`src/rtl/event_nibble_sender.sv`:
```
// Event FIFO plus serialiser: each buffered word leaves as WORD_WIDTH/NIBBLE_WIDTH
// nibbles on databus[NIBBLE_WIDTH-1:0], each one qualified by a 4-phase DATAREADY/ack handshake.
module event_nibble_sender #(
    parameter int WORD_WIDTH   = 20,
    parameter int NIBBLE_WIDTH = 5,
    parameter int FIFO_DEPTH   = 4,
    parameter int SETUP_CYCLES = 2
) (
    input  logic                          clk,
    input  logic                          reset,
    input  logic                          event_valid,
    input  logic [WORD_WIDTH-1:0]         event_data,
    output logic                          event_ready,
    input  logic                          ack,
    output logic [NIBBLE_WIDTH:0]         databus,
    output logic                          busy,
    output logic                          overflow,
    output logic [$clog2(FIFO_DEPTH):0]   fifo_count
);

    localparam int NUM_NIB = WORD_WIDTH / NIBBLE_WIDTH;
    localparam int AW      = $clog2(FIFO_DEPTH);
    localparam int CW      = AW + 1;
    localparam int IW      = (NUM_NIB > 1) ? $clog2(NUM_NIB) : 1;
    localparam int SW      = $clog2(SETUP_CYCLES + 1);

    typedef enum logic [2:0] {IDLE, LOAD, PRESENT, WAIT_HI, WAIT_LO} state_t;

    state_t                  state, state_nxt;
    logic                    ack_m, ack_s;
    logic [WORD_WIDTH-1:0]   mem [FIFO_DEPTH];
    logic [AW-1:0]           wr_ptr, rd_ptr;
    logic                    push, pop;
    logic [WORD_WIDTH-1:0]   shift_q, shift_nxt, shifted;
    logic [IW-1:0]           nib_idx, idx_nxt;
    logic [SW-1:0]           setup_cnt, cnt_nxt;
    logic [NIBBLE_WIDTH-1:0] nib_nxt;
    logic                    dr_nxt;

    always_ff @(posedge clk or posedge reset) begin
        if (reset) begin
            ack_m <= 1'b0;
            ack_s <= 1'b0;
        end else begin
            ack_m <= ack;
            ack_s <= ack_m;
        end
    end

    // event_ready depends only on the registered count, so a pop in the same
    // cycle never rescues a write that arrives while full.
    assign event_ready = (fifo_count != CW'(FIFO_DEPTH));
    assign push        = event_valid && event_ready;

    always_ff @(posedge clk) begin
        if (push) mem[wr_ptr] <= event_data;
    end

    always_ff @(posedge clk or posedge reset) begin
        if (reset) begin
            wr_ptr     <= '0;
            rd_ptr     <= '0;
            fifo_count <= '0;
            overflow   <= 1'b0;
        end else begin
            if (push) wr_ptr <= wr_ptr + 1'b1;
            if (pop)  rd_ptr <= rd_ptr + 1'b1;
            case ({push, pop})
                2'b10:   fifo_count <= fifo_count + 1'b1;
                2'b01:   fifo_count <= fifo_count - 1'b1;
                default: fifo_count <= fifo_count;
            endcase
            if (event_valid && !event_ready) overflow <= 1'b1;
        end
    end

    assign shifted = shift_q >> NIBBLE_WIDTH;

    always_comb begin
        state_nxt = state;
        shift_nxt = shift_q;
        idx_nxt   = nib_idx;
        cnt_nxt   = setup_cnt;
        nib_nxt   = databus[NIBBLE_WIDTH-1:0];
        dr_nxt    = databus[NIBBLE_WIDTH];
        pop       = 1'b0;
        case (state)
            IDLE: begin
                nib_nxt = '0;
                dr_nxt  = 1'b0;
                if (fifo_count != '0) state_nxt = LOAD;
            end
            LOAD: begin
                pop       = 1'b1;
                shift_nxt = mem[rd_ptr];
                nib_nxt   = mem[rd_ptr][NIBBLE_WIDTH-1:0];
                idx_nxt   = '0;
                cnt_nxt   = '0;
                dr_nxt    = 1'b0;
                state_nxt = PRESENT;
            end
            PRESENT: begin
                // Setup time only accrues once the reader has let go of ack.
                if (!ack_s) begin
                    if (setup_cnt == SW'(SETUP_CYCLES - 1)) begin
                        dr_nxt    = 1'b1;
                        cnt_nxt   = '0;
                        state_nxt = WAIT_HI;
                    end else begin
                        cnt_nxt = setup_cnt + 1'b1;
                    end
                end
            end
            WAIT_HI: begin
                if (ack_s) begin
                    dr_nxt    = 1'b0;
                    state_nxt = WAIT_LO;
                end
            end
            WAIT_LO: begin
                if (!ack_s) begin
                    if (nib_idx == IW'(NUM_NIB - 1)) begin
                        nib_nxt   = '0;
                        state_nxt = IDLE;
                    end else begin
                        idx_nxt   = nib_idx + 1'b1;
                        shift_nxt = shifted;
                        nib_nxt   = shifted[NIBBLE_WIDTH-1:0];
                        state_nxt = PRESENT;
                    end
                end
            end
            default: state_nxt = IDLE;
        endcase
    end

    always_ff @(posedge clk or posedge reset) begin
        if (reset) begin
            state     <= IDLE;
            shift_q   <= '0;
            nib_idx   <= '0;
            setup_cnt <= '0;
            databus   <= '0;
            busy      <= 1'b0;
        end else begin
            state     <= state_nxt;
            shift_q   <= shift_nxt;
            nib_idx   <= idx_nxt;
            setup_cnt <= cnt_nxt;
            databus   <= {dr_nxt, nib_nxt};
            busy      <= (state_nxt != IDLE);
        end
    end

endmodule
```
`config.mk`:
```
export PLATFORM = sky130hd
export DESIGN_NAME = event_nibble_sender
export DESIGN_NICKNAME = d
export VERILOG_FILES = /design/src/rtl/event_nibble_sender.sv
export SDC_FILE = /design/constraint.sdc
export NUM_CORES = 1
export LEC_CHECK = 0
export BUFFER_PORTS_ARGS = -buffer_cell sky130_fd_sc_hd__buf_2
export CAP_MARGIN = 20
export CORE_MARGIN = 2
export CORE_UTILIZATION = 55
export DETAILED_ROUTE_END_ITERATION = 8
export PLACE_DENSITY = 0.74
export SLEW_MARGIN = 20
export SYNTH_ARGS = -nofsm -noshare
export SYNTH_HDL_FRONTEND = slang
export SYNTH_SLANG_ARGS = --single-unit
```
`constraint.sdc`:
```
create_clock -name clk -period 3 [get_ports clk]
set_input_delay 0.3 -clock clk [delete_from_list [all_inputs] [get_ports clk]]
set_output_delay 0.3 -clock clk [all_outputs]
set_load 0.005 [all_outputs]
```
==> results.tsv, run 1 <==
stage	metric	value	unit
clock_network	Clk Latency, worst-skew pair	510	ps
cells_and_area	fraction of layout cells with a size suffix above 1	29.1	%
setup_path	Crit Path Category	reg2reg	
timing	tightest hold margin	18.4	ps
setup_path	Crit Path Max Fanout	13	
cells_and_area	Nets	372	
timing	setup TNS	0	ps
timing	final setup fails	0	
synth	Post-Syn Instances	273	
timing	worst slew pin tran	864	ps
placed_design	Buffers on Ports	35	
clock_network	clock sink count	119	
cells_and_area	post-route cell area	5730	µm²
synth	FF+latch count, synth	119	
clock_network	CTS tree	yes	
synth	number of flops mapped to enable cells by yosys	80	
cells_and_area	fill cell count	535	
route	drc violations	0	
pwr	power per cell area	1050	nW/µm²
floorplanning	Core ar.	8260	µm²
timing	unrepaired setup endpoints after global routing	no	
timing	final hold vios	0	
floorplanning	# IOs	36	
setup_path	R2R Setup Slk	760	ps
cells_and_area	area growth from synthesis to layout	22.3	%
floorplanning	Placement Rows	33	
timing	fmax	447	MHz
job	max_cap viols	0	
floorplanning	Die ar.	9280	µm²
floorplanning	width of the die	96.3	µm
pwr	Leak	2.18	nW
worst_hold_path	HP Class	in2reg	
placed_design	post-DP HPWL	4.92	mm
synth	dominant cell type by area after synthesis	edfxtp_1	
clock_network	CTS root buf	clkbuf_8	
synth	Syn Nets	304	
route	initial detailed-routing violation count	119	
cells_and_area	Non-Filler Instances	459	
synth	ys flop type	edfxtp_1	
pwr	sequential power share	42.3	%
placed_design	Area after DPL	5000	µm²
clock_network	Post-CTS Setup Bufs	0	
route	drt pass-1 iters	4	
route	drt wl/cell	18.6	µm
grt	vias in the first global route	2547	
synth	Mapped Area	4690	µm²
route	vias	2588	
synth	unique cell type count in the Yosys netlist	42	
grt	GRT overflow	0	
setup_path	crit path launch type	flip-flop	
worst_hold_path	hold path depth	1	
setup_path	CP endpoint kind	flip-flop	
grt	initial antenna violation count	0	
synth	Avg Cell Area, Syn	17.2	µm²
setup_path	r2r endpoint	fifo_count[2]$_DFFE_PP0P_	
setup_path	CP bufs+invs	2	
synth	ys async rst share	32.8	%
setup_path	reg2reg start	state[2]$_DFF_PP0_	
grt	first-pass GRT wire length	13.6	mm
timing	Slew Viols, Final	0	
pwr	Peak VDD IR	0.512	mV
clock_network	H-Tree Level Count	4	
synth	Synth area leaders	edfxtp_1 51%, dfrtp_1 21%, mux4_2 8.6%, nor2_1 2.3%, ha_1 1.6%	
setup_path	sequence of cells on the critical path	and2b_1 -> nand2_2 -> clkinv_1 -> ha_1 -> inv_1 -> fa_1 -> xor2_1 -> nor2_1 -> xor2_1	
placed_design	Final Wtd Congestion	0.835	
grt	GR Util All Layers	21.0	%
route	post-route ant nets	0	
timing	minimum clock period	2240	ps
timing	headroom to the max-slew limit	42.4	%
clock_network	CTS Buffer Depth	2	
setup_path	most frequent cell on the critical path	xor2_1	
worst_hold_path	HP Start	event_data[6]	
pwr	Internal	0.00414	W
route	Vias/cell	5.64	
timing	Final period util	74.5	%
run_status	status	finished, final reports clean	
floorplanning	die height	96.3	µm
synth	Yosys top cell area share	51.3	%
setup_path	Req. time, crit path	3430	ps
timing	skew final	9.19	ps
grt	largest net degree at the start of global routing	40	
synth	YS warnings	0	
setup_path	reg2reg path depth	9	
cells_and_area	Core Util, Final	69.4	%
setup_path	max incr delay on CP	500	ps
floorplanning	initial core utilization	56.8	%
clock_network	CTS Buf Count	17	
pwr	sw frac	31.3	%
setup_path	Arr. time, crit path	2670	ps
pwr	Switch Pwr	0.00189	W
pwr	clock share of power	31.7	%
worst_hold_path	Worst Hold Endpoint	mem[0][6]$_DFFE_PP_	
pwr	combinational fraction of design power	26.0	%
placed_design	Post-Place Cells	411	
cells_and_area	commonest cells after routing, fill and taps aside	80 x edfxtp_1, 39 x dfrtp_1, 35 x buf_2	
synth	register area share after synthesis	72.1	%
cells_and_area	# diodes	0	
setup_path	Slowest-stage cell, CP	dfrtp_1	
cells_and_area	most common cell after layout, fill and taps aside	edfxtp_1	
clock_network	clk slew on worst S/H paths	60	ps
route	final wirelength	8.54	mm
setup_path	Worst path top cell family by delay	simple AND/OR/NAND/NOR gates	
[power groups by stage]
| stage | registers (W) | logic (W) | clock network (W) |
|---|---|---|---|
| final | 0.00255 | 0.00157 | 0.00191 |
| after floorplan | 0.00244 | 0.00121 | 0 |
| after CTS | 0.00255 | 0.00158 | 0.00195 |
| after detailed placement | 0.00258 | 0.00154 | 0 |
| after global placement | 0.00255 | 0.00151 | 0 |
| after global routing | 0.00261 | 0.00174 | 0.00202 |
[stage by stage]
| step | total power [W] | setup slack [ps] |
|---|---|---|
| floorplan | 0.00364 | 1010 |
| global placement | 0.00406 | 856 |
| detailed placement | 0.00412 | 789 |
| CTS | 0.00608 | 772 |
| global route | 0.00637 | 608 |
| finish | 0.00603 | 764 |
[cell usage after synthesis (2+ instances only)]
| library cell | number |
|---|---|
| edfxtp_1 | 80 |
| a22o_1 | 5 |
| mux4_2 | 18 |
| dfrtp_1 | 39 |
| o21a_1 | 3 |
| xor2_1 | 2 |
| o21ai_0 | 3 |
| mux4_1 | 2 |
| inv_1 | 7 |
| buf_2 | 7 |
| a22oi_1 | 5 |
| o22ai_1 | 10 |
| buf_6 | 3 |
| o21ai_1 | 4 |
| nor4_1 | 2 |
| and3_1 | 4 |
| nor2b_1 | 2 |
| nor4b_4 | 2 |
| xnor2_1 | 4 |
| a21oi_1 | 9 |
| ha_1 | 6 |
| inv_2 | 2 |
| nor2_1 | 29 |
| nand2_1 | 7 |
[flip-flops by register name, summed over array words and instances (netlist names), 2 cells and up]
| signal | cells |
|---|---|
| nib_idx | 2 |
| wr_ptr | 2 |
| state | 3 |
| shift_q | 15 |
| rd_ptr | 2 |
| setup_cnt | 2 |
| databus | 6 |
| mem | 80 |
| fifo_count | 3 |
[logic make-up (layout without fill, tap and decap cells)]
kind of cell	after synthesis	count (layout)	synth area share [%]
multiplexers	22	22	10.2
adder cells (fa/ha/maj)	7	7	2.03
XOR/XNOR	6	6	1.12
AND/OR/NAND/NOR	54	54	6.03
flip-flops	119	119	72.1
buffers and inverters	22	103	2.51
AO/OA/AOI/OAI	43	43	6.01
[layer usage]
metal,GRT usage (%),wire length [µm]
met1,27.6,3740
met5,0,0
met3,6.58,334
met4,8.45,95
met2,32.8,4380
[worst reg2reg max path: stages, from the launching register on]
cell and delay, ps:
dfrtp_1 500, and2b_1 330, nand2_2 210, clkinv_1 120, ha_1 170, inv_1 60, fa_1 370, xor2_1 150
nor2_1 110, xor2_1 150
[cell type report]
| class | instances | area [µm²] | share of cell area (%) |
|---|---|---|---|
| Tap cell | 105 | 131 | 2.29 |
| Multi-Input combinational cell | 132 | 1190 | 20.8 |
| Clock inverter | 15 | 158 | 2.75 |
| Sequential cell | 119 | 3380 | 58.9 |
| Clock buffer | 17 | 414 | 7.22 |
| Timing Repair Buffer | 61 | 423 | 7.38 |
| Inverter | 10 | 37.5 | 0.655 |
[timing repair]
action                     in CTS  in global routing
hold endpoints to repair       93                  0
resized for setup               0                  0
setup endpoints to repair       0                  0
hold buffers                   16                  0
[worst max path at each step]
stage                                  start                         to  depth (start not counted)
after floorplan           state[1]$_DFF_PP0_  fifo_count[2]$_DFFE_PP0P_                         11
after global placement    state[2]$_DFF_PP0_  fifo_count[2]$_DFFE_PP0P_                          9
after detailed placement  state[2]$_DFF_PP0_  fifo_count[2]$_DFFE_PP0P_                          9
after CTS                 state[2]$_DFF_PP0_  fifo_count[2]$_DFFE_PP0P_                          9
after global routing      state[2]$_DFF_PP0_  fifo_count[2]$_DFFE_PP0P_                          9
final                     state[2]$_DFF_PP0_  fifo_count[2]$_DFFE_PP0P_                          9
No activity file was read; power rests on OpenSTA's default activity.
==> inputs of run 2 (changes only) <==
--- a/config.mk
+++ b/config.mk
@@ -8,9 +8,9 @@
 export BUFFER_PORTS_ARGS = -buffer_cell sky130_fd_sc_hd__buf_2
 export CAP_MARGIN = 20
 export CORE_MARGIN = 2
-export CORE_UTILIZATION = 55
+export CORE_UTILIZATION = 53
 export DETAILED_ROUTE_END_ITERATION = 8
-export PLACE_DENSITY = 0.74
+export PLACE_DENSITY = 0.75
 export SLEW_MARGIN = 20
 export SYNTH_ARGS = -nofsm -noshare
 export SYNTH_HDL_FRONTEND = slang
==> constraint.sdc (replaced) <==
create_clock -name clk -period 1.9 [get_ports clk]
set_input_delay 0.19 -clock clk [delete_from_list [all_inputs] [get_ports clk]]
set_output_delay 0.19 -clock clk [all_outputs]
set_load 0.005 [all_outputs]
==> results.tsv, run 2 (synthesis results as in run 1) <==
stage	metric	value	unit	change
grt	initial antenna violation count	0		unchanged
timing	Slew Viols, Final	0		unchanged
cells_and_area	# diodes	0		unchanged
route	drc violations	0		unchanged
clock_network	CTS Buffer Depth	2		unchanged
cells_and_area	area growth from synthesis to layout	26.2	%	was 22.3%
setup_path	most frequent cell on the critical path	xor2_1		unchanged
floorplanning	Core ar.	8640	µm²	was 8260 µm²
floorplanning	die height	98.0	µm	was 96.3 µm
setup_path	Crit Path Category	reg2reg		unchanged
setup_path	sequence of cells on the critical path	and2b_2 -> nand2_2 -> inv_2 -> ha_4 -> inv_1 -> fa_1 -> xor2_1 -> nor2_1 -> xor2_1		was and2b_1 -> nand2_2 -> clkinv_1 -> ha_1 -> inv_1 -> fa_1 -> xor2_1 -> nor2_1 -> xor2_1
setup_path	Slowest-stage cell, CP	dfrtp_1		unchanged
worst_hold_path	HP Start	ack		was event_data[6]
clock_network	CTS Buf Count	17		unchanged
cells_and_area	commonest cells after routing, fill and taps aside	80 x edfxtp_1, 39 x dfrtp_1, 35 x buf_2		unchanged
pwr	Pwr Total	0.00979	W	was 0.00603 W
grt	routing usage on met2	32.0	%	was 32.8%
grt	busiest layer in global routing	met2		unchanged
clock_network	Clk Latency, worst-skew pair	520	ps	was 510 ps
floorplanning	# IOs	36		unchanged
grt	vias in the first global route	2760		was 2547
route	drt wl/cell	18.3	µm	was 18.6 µm
pwr	power per cell area	1660	nW/µm²	was 1050 nW/µm²
cells_and_area	max FFs per register	80		unchanged
floorplanning	Placement Rows	34		was 33
setup_path	Critical path origin	state[2]$_DFF_PP0_		unchanged
clock_network	clk slew on worst S/H paths	60	ps	about the same
grt	GRT overflow	0		unchanged
timing	worst slew pin tran	543	ps	was 864 ps
grt	GR Layer Usage met1	27.0	%	was 27.6%
setup_path	max incr delay on CP	380	ps	was 500 ps
pwr	Peak VDD IR	1.05	mV	was 0.512 mV
run_status	status	finished, final reports clean		unchanged
timing	setup TNS	0	ps	unchanged
cells_and_area	Largest Register	mem		unchanged
route	Vias/cell	5.47		was 5.64
cells_and_area	FF/Latch Area	3380	µm²	unchanged
floorplanning	width of the die	98.0	µm	was 96.3 µm
cells_and_area	biggest regs	mem: 80 flops, shift_q: 15 flops, databus: 6 flops		unchanged
cells_and_area	most common cell after layout, fill and taps aside	edfxtp_1		unchanged
route	post-route ant nets	0		unchanged
timing	final setup fails	0		unchanged
clock_network	H-Tree Level Count	4		unchanged
grt	met3 Use GR	6.44	%	was 6.58%
timing	final worst slack	83.9	ps	was 764 ps
floorplanning	Die ar.	9610	µm²	was 9280 µm²
cells_and_area	fill cell count	575		was 535
clock_network	CTS root buf	clkbuf_8		unchanged
worst_hold_path	HP Class	in2reg		unchanged
pwr	Leak	2.28	nW	was 2.18 nW
cells_and_area	footprint of the multi-input gates	1210	µm²	was 1190 µm²
cells_and_area	Nets	391		was 372
clock_network	CTS tree	yes		unchanged
floorplanning	initial core utilization	54.3	%	was 56.8%
placed_design	Buffers on Ports	35		unchanged
timing	Final period util	95.6	%	was 74.5%
timing	fmax	551	MHz	was 447 MHz
job	max_cap viols	0		unchanged
cells_and_area	Core Util, Final	68.5	%	was 69.4%
placed_design	Setup WS pre-CTS	29.7	ps	was 789 ps
timing	minimum clock period	1820	ps	was 2240 ps
setup_path	Req. time, crit path	2330	ps	was 3430 ps
route	drt pass-1 iters	4		unchanged
grt	largest net degree at the start of global routing	40		unchanged
route	vias	2632		was 2588
grt	first-pass GRT wire length	14.5	mm	was 13.6 mm
timing	final hold vios	0		unchanged
clock_network	clock sink count	119		unchanged
timing	headroom to the max-slew limit	63.6	%	was 42.4%
setup_path	CP endpoint kind	flip-flop		unchanged
setup_path	crit path launch type	flip-flop		unchanged
cells_and_area	fraction of layout cells with a size suffix above 1	31.9	%	was 29.1%
setup_path	reg2reg start	state[2]$_DFF_PP0_		unchanged
setup_path	Arr. time, crit path	2250	ps	was 2670 ps
placed_design	Final Wtd Congestion	0.828		was 0.835
timing	skew final	5.80	ps	was 9.19 ps
route	initial detailed-routing violation count	199		was 119
route	final wirelength	8.80	mm	was 8.54 mm
setup_path	Crit Path Max Fanout	3		was 13
placed_design	post-DP HPWL	5.12	mm	was 4.92 mm
grt	GR Util All Layers	20.5	%	was 21.0%
==> run 2: cell count changes in the layout (fill, tap and decap cells not counted), sizes merged <==
cell,previous run,this run
buf,45,57
dlygate4sd3,16,23
clkinv,2,5
clkinvlp,4,1
bufinv,1,2
inv,18,17
==> run 2: critical path, delay by kind of cell, from the launching register on <==
| kind | cells | cell delay, ps |
|---|---|---|
| buffers and inverters | 2 | 110 |
| XOR/XNOR | 2 | 320 |
| AND/OR/NAND/NOR | 3 | 430 |
| flip-flops | 1 | 380 |
| adder cells (fa/ha/maj) | 2 | 480 |
==> run 2: power breakdown <==
group          total [W]  switching [W]  internal, W
registers        0.00386       0.000321      0.00354
logic            0.00282        0.00147      0.00135
clock network    0.00311        0.00122      0.00190
==> run 2: area by class of cell <==
class | instances | share of cell area, %
multi-input combinational | 132 | 20.5
timing repair buffer | 80 | 9.65
sequential | 119 | 57.1
clock buffer | 17 | 7.00
clock inverter | 15 | 2.81
tap | 108 | 2.28
inverter | 10 | 0.677
==> run 2: metal layers <==
layer / routed length, µm / share of wire, % / vias up
li1: - / - / 1225
met1: 3730 / 42 / 1338
met2: 4460 / 51 / 56
met3: 442 / 5.0 / 13
met4: 166 / 1.9 / 0
met5: 0 / 0 / -
==> run 2: metrics by stage <==
stage                     hold slack, ps  cell area (µm²)  instances
after floorplan                      221             4710        273
after global placement               299             5070        422
after detailed placement             299             5070        422
after CTS                            302             5880        477
after global routing                 307             5910        481
final                                318             5910        481
==> run 2: timing repair <==
| item | 4_1_cts | 5_1_grt |
|---|---|---|
| buffers inserted | 0 | 4 |
| setup endpoints to repair | 0 | 1 |
| hold buffers | 23 | 0 |
| endpoints found under the hold margin | 121 | 0 |
| gates resized for setup | 0 | 4 |
==> run 2: worst paths after layout <==
path	endpoint	slack, ps	cells past startpoint
worst max-delay path	fifo_count[2]$_DFFE_PP0P_	80	9
max in group asynchronous	rd_ptr[1]$_DFFE_PP0N_	1210	4
worst min register to register	ack_s$_DFF_PP0_	350	0
worst min-delay path	ack_m$_DFF_PP0_	320	2
worst max register to register	fifo_count[2]$_DFFE_PP0P_	80	9
min in group asynchronous	wr_ptr[1]$_DFFE_PP0P_	330	4
